[src/rtl/datamem_arbiter_pkg.sv]
// Shared types for the data-memory arbiter.
// Owner encoding, port indices and counter sizing.
package datamem_arb_pkg;

  typedef enum logic [1:0] {
    IDLE    = 2'd0,
    OWN_CPU = 2'd1,
    OWN_DMA = 2'd2
  } arb_state_t;

  localparam int PORT_CPU = 0;
  localparam int PORT_DMA = 1;

  function automatic int cnt_w(input int lim);
    return $clog2(lim + 1);
  endfunction

endpackage

[src/rtl/datamem_arbiter_if.sv]
// Requester-side bus of the data-memory arbiter.
// One instance per port; the arbiter takes the slave side.
interface datamem_arbiter_if #(
  parameter int AW = 32,
  parameter int DW = 32
);

  logic          req;
  logic          we;
  logic [AW-1:0] addr;
  logic [DW-1:0] wdata;
  logic          gnt;
  logic          rvalid;
  logic [DW-1:0] rdata;

  modport master (
    output req,
    output we,
    output addr,
    output wdata,
    input  gnt,
    input  rvalid,
    input  rdata
  );

  modport slave (
    input  req,
    input  we,
    input  addr,
    input  wdata,
    output gnt,
    output rvalid,
    output rdata
  );

endinterface

[src/rtl/datamem_arbiter_sat_counter.sv]
// Saturating up-counter with clear and at-limit flag.
// clr together with inc restarts the count at one.
module arb_sat_counter
  import datamem_arb_pkg::*;
#(
  parameter int LIMIT = 4,
  parameter int W     = cnt_w(LIMIT)
) (
  input  logic clk,
  input  logic rst_n,
  input  logic i_inc,
  input  logic i_clr,
  output logic o_at_limit
);

  localparam logic [W-1:0] LIM = W'(LIMIT);
  localparam logic [W-1:0] ONE = W'(1);

  logic [W-1:0] r_cnt;

  always_ff @(posedge clk or negedge rst_n) begin
    if (!rst_n) begin
      r_cnt <= '0;
    end else if (i_clr) begin
      r_cnt <= i_inc ? ONE : '0;
    end else if (i_inc && (r_cnt != LIM)) begin
      r_cnt <= r_cnt + ONE;
    end
  end

  assign o_at_limit = (r_cnt == LIM);

endmodule

[src/rtl/datamem_arbiter.sv]
// Single-port data-memory arbiter: CPU priority,
// DMA burst allowance and starvation guard.
module datamem_arbiter
  import datamem_arb_pkg::*;
#(
  parameter int ADDRESS_WIDTH = 32,
  parameter int DATA_WIDTH    = 32,
  parameter int MAX_BURST     = 4,
  parameter int STARVE_LIMIT  = 8
) (
  input  logic                     clk,
  input  logic                     rst_n,
  datamem_arbiter_if.slave         cpu_if,
  datamem_arbiter_if.slave         dma_if,
  output logic [ADDRESS_WIDTH-1:0] o_mem_a,
  output logic [DATA_WIDTH-1:0]    o_mem_wd,
  output logic                     o_mem_we,
  input  logic [DATA_WIDTH-1:0]    i_mem_rd
);

  arb_state_t r_state;
  arb_state_t w_next;

  logic w_gnt0;
  logic w_gnt1;
  logic w_both;
  logic w_dma_pri;
  logic w_burst_lim;
  logic w_starve_lim;
  logic w_burst_clr;
  logic w_starve_inc;
  logic w_starve_clr;
  logic w_rd0;
  logic w_rd1;

  logic                  r_rvalid0;
  logic                  r_rvalid1;
  logic [DATA_WIDTH-1:0] r_rdata0;
  logic [DATA_WIDTH-1:0] r_rdata1;

  assign w_both    = cpu_if.req & dma_if.req;
  assign w_dma_pri = ((r_state == OWN_DMA) && !w_burst_lim)
                   || w_starve_lim;

  always_ff @(posedge clk or negedge rst_n) begin
    if (!rst_n) begin
      r_state <= IDLE;
    end else begin
      r_state <= w_next;
    end
  end

  always_comb begin
    w_next = IDLE;
    unique case (1'b1)
      w_gnt0:  w_next = OWN_CPU;
      w_gnt1:  w_next = OWN_DMA;
      default: w_next = IDLE;
    endcase
  end

  always_comb begin
    w_gnt0 = 1'b0;
    w_gnt1 = 1'b0;
    unique case (1'b1)
      w_both &  w_dma_pri:       w_gnt1 = 1'b1;
      w_both & !w_dma_pri:       w_gnt0 = 1'b1;
      cpu_if.req & !dma_if.req:  w_gnt0 = 1'b1;
      dma_if.req & !cpu_if.req:  w_gnt1 = 1'b1;
      default: begin
        w_gnt0 = 1'b0;
        w_gnt1 = 1'b0;
      end
    endcase
  end

  // Idle cycles still present port 0 to the memory.
  always_comb begin
    o_mem_a  = w_gnt1 ? dma_if.addr  : cpu_if.addr;
    o_mem_wd = w_gnt1 ? dma_if.wdata : cpu_if.wdata;
    o_mem_we = (w_gnt0 & cpu_if.we) | (w_gnt1 & dma_if.we);
  end

  // A grant from any other owner restarts the burst at one.
  assign w_burst_clr  = !w_gnt1 || (r_state != OWN_DMA);
  assign w_starve_inc = dma_if.req & !w_gnt1;
  assign w_starve_clr = w_gnt1 | !dma_if.req;

  arb_sat_counter #(
    .LIMIT (MAX_BURST)
  ) u_burst (
    .clk        (clk),
    .rst_n      (rst_n),
    .i_inc      (w_gnt1),
    .i_clr      (w_burst_clr),
    .o_at_limit (w_burst_lim)
  );

  arb_sat_counter #(
    .LIMIT (STARVE_LIMIT)
  ) u_starve (
    .clk        (clk),
    .rst_n      (rst_n),
    .i_inc      (w_starve_inc),
    .i_clr      (w_starve_clr),
    .o_at_limit (w_starve_lim)
  );

  assign w_rd0 = w_gnt0 & !cpu_if.we;
  assign w_rd1 = w_gnt1 & !dma_if.we;

  always_ff @(posedge clk or negedge rst_n) begin
    if (!rst_n) begin
      r_rvalid0 <= 1'b0;
      r_rvalid1 <= 1'b0;
      r_rdata0  <= '0;
      r_rdata1  <= '0;
    end else begin
      r_rvalid0 <= w_rd0;
      r_rvalid1 <= w_rd1;
      if (w_rd0) r_rdata0 <= i_mem_rd;
      if (w_rd1) r_rdata1 <= i_mem_rd;
    end
  end

  assign cpu_if.gnt    = w_gnt0;
  assign dma_if.gnt    = w_gnt1;
  assign cpu_if.rvalid = r_rvalid0;
  assign dma_if.rvalid = r_rvalid1;
  assign cpu_if.rdata  = r_rdata0;
  assign dma_if.rdata  = r_rdata1;

endmodule

[src/flat_wrapper.sv]
// flat-port wrapper written by rule: the top's interface ports become plain ports
module datamem_arbiter_flat import datamem_arb_pkg::*;
#(
  parameter int ADDRESS_WIDTH = 32,
  parameter int DATA_WIDTH    = 32,
  parameter int MAX_BURST     = 4,
  parameter int STARVE_LIMIT  = 8
)
  (clk, rst_n, o_mem_a, o_mem_wd, o_mem_we, i_mem_rd, cpu_if_req, cpu_if_we, cpu_if_addr, cpu_if_wdata, cpu_if_gnt, cpu_if_rvalid, cpu_if_rdata, dma_if_req, dma_if_we, dma_if_addr, dma_if_wdata, dma_if_gnt, dma_if_rvalid, dma_if_rdata);
  datamem_arbiter_if #(.AW((32)), .DW((32))) cpu_if_i ();
  datamem_arbiter_if #(.AW((32)), .DW((32))) dma_if_i ();
  input  logic clk;
  input  logic rst_n;
  output logic [ADDRESS_WIDTH-1:0] o_mem_a;
  output logic [DATA_WIDTH-1:0] o_mem_wd;
  output logic o_mem_we;
  input  logic [DATA_WIDTH-1:0] i_mem_rd;
  input wire logic [$bits(cpu_if_i.req)-1:0] cpu_if_req;
  input wire logic [$bits(cpu_if_i.we)-1:0] cpu_if_we;
  input wire logic [$bits(cpu_if_i.addr)-1:0] cpu_if_addr;
  input wire logic [$bits(cpu_if_i.wdata)-1:0] cpu_if_wdata;
  output wire logic [$bits(cpu_if_i.gnt)-1:0] cpu_if_gnt;
  output wire logic [$bits(cpu_if_i.rvalid)-1:0] cpu_if_rvalid;
  output wire logic [$bits(cpu_if_i.rdata)-1:0] cpu_if_rdata;
  input wire logic [$bits(dma_if_i.req)-1:0] dma_if_req;
  input wire logic [$bits(dma_if_i.we)-1:0] dma_if_we;
  input wire logic [$bits(dma_if_i.addr)-1:0] dma_if_addr;
  input wire logic [$bits(dma_if_i.wdata)-1:0] dma_if_wdata;
  output wire logic [$bits(dma_if_i.gnt)-1:0] dma_if_gnt;
  output wire logic [$bits(dma_if_i.rvalid)-1:0] dma_if_rvalid;
  output wire logic [$bits(dma_if_i.rdata)-1:0] dma_if_rdata;
  assign cpu_if_i.req = cpu_if_req;
  assign cpu_if_i.we = cpu_if_we;
  assign cpu_if_i.addr = cpu_if_addr;
  assign cpu_if_i.wdata = cpu_if_wdata;
  assign cpu_if_gnt = cpu_if_i.gnt;
  assign cpu_if_rvalid = cpu_if_i.rvalid;
  assign cpu_if_rdata = cpu_if_i.rdata;
  assign dma_if_i.req = dma_if_req;
  assign dma_if_i.we = dma_if_we;
  assign dma_if_i.addr = dma_if_addr;
  assign dma_if_i.wdata = dma_if_wdata;
  assign dma_if_gnt = dma_if_i.gnt;
  assign dma_if_rvalid = dma_if_i.rvalid;
  assign dma_if_rdata = dma_if_i.rdata;
  datamem_arbiter #(.ADDRESS_WIDTH(ADDRESS_WIDTH), .DATA_WIDTH(DATA_WIDTH), .MAX_BURST(MAX_BURST), .STARVE_LIMIT(STARVE_LIMIT)) u_core (.clk(clk), .rst_n(rst_n), .cpu_if(cpu_if_i), .dma_if(dma_if_i), .o_mem_a(o_mem_a), .o_mem_wd(o_mem_wd), .o_mem_we(o_mem_we), .i_mem_rd(i_mem_rd));
endmodule
[config.mk]
export PLATFORM = sky130hd
export DESIGN_NAME = datamem_arbiter_flat
export DESIGN_NICKNAME = d
export VERILOG_FILES = /design/src/rtl/datamem_arbiter_pkg.sv /design/src/rtl/datamem_arbiter_if.sv /design/src/rtl/datamem_arbiter_sat_counter.sv /design/src/rtl/datamem_arbiter.sv /design/src/flat_wrapper.sv
export SDC_FILE = /design/constraint.sdc
export NUM_CORES = 1
export LEC_CHECK = 0
export ABC_CLOCK_PERIOD_IN_PS = 5500
export CAP_MARGIN = 20
export CORE_AREA = 2 2 115 117
export CTS_CLUSTER_SIZE = 30
export DETAILED_ROUTE_END_ITERATION = 10
export DIE_AREA = 0 0 117 119
export PLACE_DENSITY = 0.7
export SYNTH_ARGS = -nofsm -noshare
export SYNTH_HDL_FRONTEND = slang
export SYNTH_SLANG_ARGS = --single-unit
[constraint.sdc]
create_clock -name clk -period 5.5 [get_ports clk]
set_input_delay 0.825 -clock clk [delete_from_list [all_inputs] [get_ports clk]]
set_output_delay 0.825 -clock clk [all_outputs]
set_load 0.01 [all_outputs]
==> results of run 1 <==
-- worst max-delay path, cell delays in order --
cell	delay, ps
clkdlybuf4s50_1	520
o211ai_1	140
nand2_2	680
buf_4	360
mux2_2	370
clkdlybuf4s50_1	480
-- cell families after synthesis --
group / count (synthesis) / synth area share [%]
AOI/OAI and AO/OA: 9 / 1.94
xor gates and xnor gates: 3 / 0.704
adders and majority gates: 4 / 1.34
buffers and inverters: 22 / 4.25
DFF: 75 / 50.3
muxes: 128 / 38.6
and+or+nand+nor: 20 / 2.91
-- final timing paths --
| check | from | to | slack, ps | depth (start not counted) |
|---|---|---|---|---|
| min reg2reg | u_core.cpu_if.rdata[13]$_DFFE_PN0P_ | u_core.cpu_if.rdata[13]$_DFFE_PN0P_ | 490 | 1 |
| max | cpu_if_req | o_mem_wd[7] | 1280 | 6 |
| max reg2reg | u_core.u_burst.r_cnt[0]$_DFFE_PN0P_ | u_core.dma_if.rdata[17]$_DFFE_PN0P_ | 2770 | 7 |
| max in group asynchronous | rst_n | u_core.u_starve.r_cnt[1]$_DFFE_PN0P_ | 4240 | 1 |
| min | u_core.cpu_if.rdata[13]$_DFFE_PN0P_ | u_core.cpu_if.rdata[13]$_DFFE_PN0P_ | 490 | 1 |
| min in group asynchronous | rst_n | u_core.dma_if.rdata[20]$_DFFE_PN0P_ | 640 | 1 |
-- placed cells by master, fill, tap and decap left out, types with 2 or more instances in the layout --
| cell | instances |
|---|---|
| diode_2 | 3 |
| inv_1 | 7 |
| clkinv_4 | 2 |
| inv_6 | 2 |
| clkbuf_16 | 9 |
| mux2_1 | 3 |
| mux2_2 | 125 |
| nand3b_1 | 2 |
| buf_4 | 5 |
| nor2_1 | 5 |
| nand2_1 | 4 |
| xnor2_1 | 2 |
| a21oi_1 | 2 |
| clkdlybuf4s50_1 | 297 |
| dfrtp_1 | 75 |
| ha_1 | 4 |
-- final cells by class --
type	count	share of cell area [%]
clock buffers	10	3.20
repair buffers	302	42.1
multi-input cells	164	23.8
inverters	7	0.368
flip-flops and latches	75	26.3
clock inverters	6	1.02
diodes	3	0.105
well taps	176	3.08
-- metal layers --
metal  GRT usage, %  wire (microns)  up-vias
met3           8.80            1510       23
met4           5.29             189       10
met2           34.7            6960      158
li1               -               -     1545
met5              0              56        -
met1           21.1            4980     1639
-- flip-flops by register name (all words and copies together), names as in the netlist --
name / count
u_core.dma_if.rdata: 32
u_core.cpu_if.rdata: 32
u_core.u_burst.r_cnt: 3
u_core.dma_if.rvalid: 1
u_core.u_starve.r_cnt: 4
u_core.cpu_if.rvalid: 1
u_core.r_state: 2
-- where the power goes --
part | leakage (nW) | total, mW | internal, mW | switching, mW
clock network | 0.144 | 0.585 | 0.356 | 0.229
registers | 0.900 | 0.684 | 0.640 | 0.0434
logic | 1.83 | 0.643 | 0.422 | 0.221
==> run metrics, run 1 <==
Leakage ~2.9 nW; Peak Freq between 200 and 250 MHz; vias per std cell 4.54; final worst slack approximately 1300 ps; commonest cells in the netlist mux2_2 (125), dfrtp_1 (75), buf_2 (10); # resized after CTS 0; YS warnings 0; initial antenna violation count 8; Core Box Area between 0.01 and 0.015 sq mm; leading area contributor after synthesis dfrtp_1; number of I/O pins 299; mapped cell area around 0.0037 sq mm; Crit path arrival time between 3000 and 4000 ps; unrepaired setup endpoints after global routing no; Synth area leaders dfrtp_1 (50%), mux2_2 (38%), buf_12 (1.6%); First-pass DRT Iterations 4; postcts setup bufs 0; Final Max Slew Viols 0; maximum clock path buffer count 2; critical path class in2out; clock sink count 75; Finish-stage setup viols 0; Final Critical Period roughly 4200 ps; final worst-path cycle share ~77%; Avg WL per Cell ~18 microns; peak supply drop 0.134 mV; gr ovfl total 0; Die Span Y around 120 microns; DP Worst Slack approximately 1300 ps; top-area cell type share of the netlist area 50.3%; Inst Count DP between 700 and 800; largest net degree at the start of global routing between 70 and 80; Die ar. 0.0139 sq mm; Clock Pin Slew Worst Setup and Hold Paths approximately 60 ps; multi-input logic area 0.00170 sq mm; Pwr Total 1.91 mW; Nets about 730; Post-DP Area about 0.0068 sq mm; CP Launch Type input pin; CTS tree yes; count of cell types in the netlist 29; Syn Inst Count about 260; Post-synth EDFFs 0; Util after Layout between 50% and 60%; Final GP Congestion about 0.93; P&R area growth vs syn 91.3%; worst-path fanout max between 40 and 50; status completed; die width around 120 microns; hold buffers post-CTS 0; Antenna Nets Post-Route 0; HP Class reg2reg; Top FF cell, synth dfrtp_1; drt drc 0; Seq/Total Area, Yosys 50.3%; ratio of cells with drive above 1 in the final layout 26.2%; setup_tns 0 ps; synthesized flop and latch total between 70 and 80; Buffers on Ports roughly 300; hpwl dp about 11 mm; vias in the first global route 3,603; CP endpoint kind primary output; initial core utilization between 20 and 30%; Post-synth ARST share 100%; FP Rows 42; DRT iter0 DRCs between 90 and 100; TritonCTS buffer count 9; CTS H-tree depth 3; post-route insts no fill approximately 740; Filler cells about 1,100; maxcap violations 0; WHS roughly 490 ps; Crit path required time approximately 4700 ps; WL final roughly 14 mm; post-synth net total approximately 430; count leader, synth mux2_2; pwr/cell area roughly 270 mW/mm^2; register area approximately 0.0019 sq mm; Slew Limit Headroom between 30% and 40%; clk_lat worst skew 330 ps; via count around 3,400; fin area about 0.0071 sq mm; Root Buffer clkbuf_16; first-pass GRT wire length around 20 mm; Worst-Margin Slew about 960 ps; Hold Fails Final Rpt 0; GR Util All Layers a little under 20%; Clock Skews 5.77 ps; syn avg cell area approximately 14 sq um
Power figures use the tool's default switching activity.
==> run 2: changes to the inputs <==
--- a/config.mk
+++ b/config.mk
@@ -5,13 +5,14 @@
 export SDC_FILE = /design/constraint.sdc
 export NUM_CORES = 1
 export LEC_CHECK = 0
-export ABC_CLOCK_PERIOD_IN_PS = 5500
+export ABC_CLOCK_PERIOD_IN_PS = 3800
 export CAP_MARGIN = 20
-export CORE_AREA = 2 2 115 117
+export CORE_ASPECT_RATIO = 0.8
+export CORE_MARGIN = 2
+export CORE_UTILIZATION = 30
 export CTS_CLUSTER_SIZE = 30
 export DETAILED_ROUTE_END_ITERATION = 10
-export DIE_AREA = 0 0 117 119
-export PLACE_DENSITY = 0.7
+export PLACE_DENSITY = 0.74
 export SYNTH_ARGS = -nofsm -noshare
 export SYNTH_HDL_FRONTEND = slang
 export SYNTH_SLANG_ARGS = --single-unit
==> constraint.sdc (replaced) <==
create_clock -name clk -period 3.8 [get_ports clk]
set_input_delay 0.57 -clock clk [delete_from_list [all_inputs] [get_ports clk]]
set_output_delay 0.57 -clock clk [all_outputs]
set_load 0.01 [all_outputs]
==> run metrics, run 2 (same netlist as run 1, synthesis figures left out) <==
worst-path fanout max 57 (+39%); CTS tree yes; fin area 0.00708 sq mm (-0.86%); Antenna Nets Post-Route 0 (unchanged); WL final 13.6 mm (-0.46%); critical-path cell list inv_1, ha_1, and2_1, o211ai_1, nand2_2, buf_12, mux2_2, clkdlybuf4s50_1; Filler cells 998 (-12%); HP Class in2async; P&R area growth vs syn 89.6%; status completed; FP Rows 36 (-14%); largest net degree at the start of global routing 76 (unchanged); register area 0.00188 sq mm (unchanged); Worst-Margin Slew 927 ps (-28.5 ps); clock sink count 75 (unchanged); CP bufs+invs 3 (unchanged); Die Span Y 104 microns (-13%); GR Util All Layers 20.3% (+0.57 points); CP endpoint kind primary output; number of I/O pins 299 (unchanged); die width 129 microns (+10%); Finish-stage setup viols 0 (unchanged); critical path class reg2out; Core Box Area 0.0122 sq mm (-5.5%); hold buffers post-CTS 0 (unchanged); maxcap violations 0 (unchanged); First-pass DRT Iterations 4 (unchanged); Buffers on Ports 298 (unchanged); final worst-path cycle share between 90% and 100%; initial core utilization 30.7% (+1.7 points); CTS H-tree depth 3 (unchanged); RR Startpoint u_core.u_starve.r_cnt[0]$_DFFE_PN0P_; # resized after CTS 0 (unchanged); Final GP Congestion 0.936 (+0.47%); vias in the first global route 3,573 (-0.83%); hpwl dp 11.0 mm (-2.3%); commonest non-fill, non-tap cells in the layout clkdlybuf4s50_1 (297), mux2_2 (125), dfrtp_1 (75), clkbuf_16 (9), inv_1 (7); Post-DP Area 0.00681 sq mm (-0.37%); gr ovfl total 0 (unchanged); critical path launch point u_core.u_burst.r_cnt[0]$_DFFE_PN0P_; multi-input logic area 0.00170 sq mm (unchanged); initial antenna violation count 0 (-8); Nets 728 (-0.14%); Clock Skews 5.16 ps (-0.608 ps); first-pass GRT wire length 20.4 mm (-0.67%); DRT iter0 DRCs 152 (+60%); via count 3,288 (-2.6%); Hold Fails Final Rpt 0 (unchanged); Peak Freq ~290 MHz; pwr/cell area 380 mW/mm^2 (+42%); unrepaired setup endpoints after global routing no; Crit path arrival time 2890 ps (-500 ps); Crit path required time 3230 ps (-1450 ps); WHS 384 ps (-102 ps); Avg WL per Cell 19.0 microns (+3.3%); postcts setup bufs 0 (unchanged); Slowest-stage cell, CP clkdlybuf4s50_1; Util after Layout 58.2% (+2.7 points); Clock Pin Slew Worst Setup and Hold Paths 60 ps (about the same); ratio of cells with drive above 1 in the final layout 26.1% (-0.13 points); drt drc 0 (unchanged); Leakage 2.86 nW (-0.62%); Final Critical Period 3460 ps; clk_lat worst skew 320 ps (about the same); vias per std cell 4.59 (+1.1%); Die ar. 0.0134 sq mm (-4.0%); CP peak stage delay 510 ps (-170 ps); CP Launch Type flip-flop; Final Max Slew Viols 0 (unchanged); Slew Limit Headroom 38.2% (+2.1 points); maximum clock path buffer count 2 (unchanged); DP Worst Slack 486 ps (-780 ps); peak supply drop 0.230 mV (+71%); TritonCTS buffer count 9 (unchanged); final worst slack 335 ps (-949 ps); crit-path leading delay family buffers and inverters; setup_tns 0 ps (unchanged); Root Buffer clkbuf_16; leading cell type in the layout, fill and taps excluded clkdlybuf4s50_1
run 2: cell types whose count changed in the layout (fill, tap and decap cells not counted):
cell        before  now
buf_12           0    1
clkinv_2         0    2
inv_6            2    1
buf_4            5    3
clkinv_4         2    0
clkinvlp_4       1    3
bufinv_16        1    0
diode_2          3    1
run 2: metrics by stage:
stage	total power, mW	std cells
detailed placement	1.94	699
global placement	1.93	699
global route	2.82	715
floorplan	1.33	261
finish	2.69	716
CTS	2.73	715
run 2: path summary, 6_finish.rpt:
check                                                 endpoint  slack [ps]  cells past startpoint
min reg2reg                u_core.cpu_if.rdata[14]$_DFFE_PN0P_         480                      1
max reg2reg                u_core.cpu_if.rdata[19]$_DFFE_PN0P_        1470                      7
min                        u_core.dma_if.rdata[24]$_DFFE_PN0P_         380                      1
max                                                o_mem_wd[5]         340                      8
max in group asynchronous  u_core.cpu_if.rdata[10]$_DFFE_PN0P_        2820                      1
min in group clk           u_core.cpu_if.rdata[14]$_DFFE_PN0P_         480                      1
run 2: worst register-to-register path, delay by kind of cell, from the launching register on:
family          cells  cell delay (ps)
compound gates      1              380
mux                 1              410
fa+ha+maj           1              210
buf+inv             2              470
flops               1              380
simple gates        2              380
run 2: layout make-up:
class | count | area share (%)
diodes | 1 | 0.0353
clock inverters | 6 | 0.583
clock buffers | 10 | 3.23
flip-flops and latches | 75 | 26.5
repair buffers | 301 | 42.6
inverters | 7 | 0.371
well taps | 152 | 2.69
multi-input cells | 164 | 24.0
run 2: power by group:
group	switching [mW]	internal, mW
logic	0.319	0.612
registers	0.0626	0.927
clock network	0.332	0.442
run 2: per-layer routing:
metal	share of wire, %	up-vias	global-route usage, %
met5	0	-	0
met2	50	149	34.7
met3	7.0	13	5.94
met1	41	1594	24.4
met4	2.0	0	6.13
li1	-	1532	-
==> RTL change: new RTL, flow settings as in run 2 <==
Encoding of `arb_state_t`: now one-hot (3 bits for 3 states).
--- a/src/rtl/datamem_arbiter_pkg.sv
+++ b/src/rtl/datamem_arbiter_pkg.sv
@@ -3,8 +3,8 @@
 package datamem_arb_pkg;
 
-  typedef enum logic [1:0] {
-    IDLE    = 2'd0,
-    OWN_CPU = 2'd1,
-    OWN_DMA = 2'd2
+  typedef enum logic [2:0] {
+    IDLE    = 3'b001,
+    OWN_CPU = 3'b010,
+    OWN_DMA = 3'b100
   } arb_state_t;
 
Behaviour: same outputs for any inputs over 10 cycles, from zero or initial values and one cycle with rst_n low; not proved beyond that.
==> RTL change against run 2 <==
- synthesized cell count is 33% higher
- area after synthesis up 15%
- first-iteration DRC count is 59% higher
- sequential cell count is 1 higher
- routed wire length is 38% higher
- design area rose by 8.6%
- power rose by 7.4%
- setup slack worse by 0.16 ns
- clock skew rose by 0.0052 ns
- hold slack improved by 0.022 ns
- critical path type is now in2out
- critical endpoint is now o_mem_wd[0]
- largest cell class unchanged
- largest power group is now combinational cells
==> RTL change: results (changes against run 2) <==
outcome: "complete, no violations"  # unchanged
syn_avg_cell_area_um2: 12.3  # was 14.3 um2
ff2ff_setup_slack_ns: 1.55  # was 1.47 ns
regToRegStartpoint: "u_core.u_burst.r_cnt[0]"  # was u_core.u_starve.r_cnt[0]
grt_pass1_vias: 4374  # was 3573
arrival_ns: 3.06  # was 2.89 ns
seq_area_frac_synth_pct: 44.3  # was 50.3%
p_leak_nw: 3.15  # was 2.86 nW
drt_iter0_markers: 241  # was 152
grt_start_max_net_pins: 77  # was 76
root_buffer: "clkbuf_16"  # unchanged
irDropWorstVdd_v: 0.000222  # was 0.000230 V
switching_power_w: 0.000812  # was 0.000713 W
synth_nets: 518  # was 431
track_usage_pct: 24.5  # was 20.3%
cp_max_fo: 25  # was 57
synth.area.top_cells: "dfrtp_1, mux2_2, mux2_4, o32ai_1, o31ai_1"  # was dfrtp_1, mux2_2, buf_12, buf_2, ha_1
drive_above_1_share_pct: 19.6  # was 26.1%
clock_path_buffers: 2  # unchanged
max_slew_margin_pct: 33.8  # was 38.2%
worst_hold_slack_ns: 0.405  # was 0.384 ns
grt_pass1_wl_mm: 27.6  # was 20.4 mm
num-fill-cells: 1161  # was 998
clkSlewWorstSetupHoldPaths_ns: 0.06  # about the same
dp_hpwl_mm: 14.8  # was 11.0 mm
r2r_cells: 6  # was 7
port-buffer-count: 298  # unchanged
cts_setup_buffers: 0  # unchanged
vias: 4117  # was 3288
gp_congestion: 0.829  # was 0.936
nNetsFinal: 804  # was 728
skew_ns: 0.0104  # was 0.00516 ns
timing.rr.end: "u_core.cpu_if.rdata[18]"  # was u_core.cpu_if.rdata[19]
dp.cells: 807  # was 699
ys_top_cells_by_count: "dfrtp_1, mux2_2, inv_1"  # was mux2_2, dfrtp_1, buf_2
dpl_cell_area_um2: 7400  # was 6810 um2
wl_per_cell_um: 22.8  # was 19.0 um
yosysUniqueCellTypes: 38  # was 29
wl_mm: 18.8  # was 13.6 mm
diodes: 0  # was 1
RTL change: metal layers:
metal | global-route usage [%] | up-vias | wire, um
met5 | 0 | - | 0
met1 | 28.1 | 2031 | 7060
met3 | 6.04 | 47 | 1260
met4 | 15.0 | 0 | 1190
li1 | - | 1849 | -
met2 | 40.7 | 190 | 9270
RTL change: per-stage QoR:
stage	power, W	worst slack (ns)
CTS	0.00292	0.186
floorplan	0.00140	1.32
global route	0.00302	0.0968
global placement	0.00202	0.349
detailed placement	0.00205	0.193
finish	0.00289	0.172
RTL change: final cells by class:
type,count,area (um2),share of cell area (%)
Clock buffer,11,233,3.03
Clock inverter,5,62.6,0.813
Inverter,39,146,1.90
Multi-Input combinational cell,200,2040,26.5
Sequential cell,76,1900,24.7
Tap cell,184,230,2.99
Timing Repair Buffer,308,3080,40.0
RTL change: power by group through the flow:
stage	logic (W)	clock network, W	registers (W)
2_1_floorplan	0.000339	0	0.00106
3_3_place_gp	0.00101	0	0.00101
3_5_place_dp	0.00103	0	0.00101
4_1_cts	0.00104	0.000874	0.00101
5_1_grt	0.00109	0.000911	0.00102
6_report	0.00103	0.000857	0.00101
RTL change: kinds of logic (layout without fill, tap and decap cells):
family,Yosys count,count (layout),synth area share (%)
and+or+nand+nor,21,21,2.88
muxes,96,96,27.7
adders and majority gates,4,4,1.17
AOI/OAI and AO/OA,77,77,15.2
xor gates and xnor gates,2,2,0.408
buffers and inverters,72,363,8.36
DFF,76,76,44.3
RTL change: worst max-delay path: stages:
cell and delay [ns]:
clkdlybuf4s50_1 0.56, a21boi_2 0.29, a211oi_4 0.34, buf_4 0.38, mux2_2 0.39, clkdlybuf4s50_1 0.50
RTL change: worst max-delay path by stage:
stage,from,endpoint,slack [ns],depth (start not counted)
2_1_floorplan,u_core.u_starve.r_cnt[0],o_mem_a[1],1.32,7
3_3_place_gp,dma_if_req,o_mem_a[4],0.35,6
3_5_place_dp,dma_if_req,o_mem_wd[0],0.19,6
4_1_cts,dma_if_req,o_mem_wd[0],0.19,6
5_1_grt,dma_if_req,o_mem_wd[6],0.1,6
6_report,dma_if_req,o_mem_wd[0],0.17,6
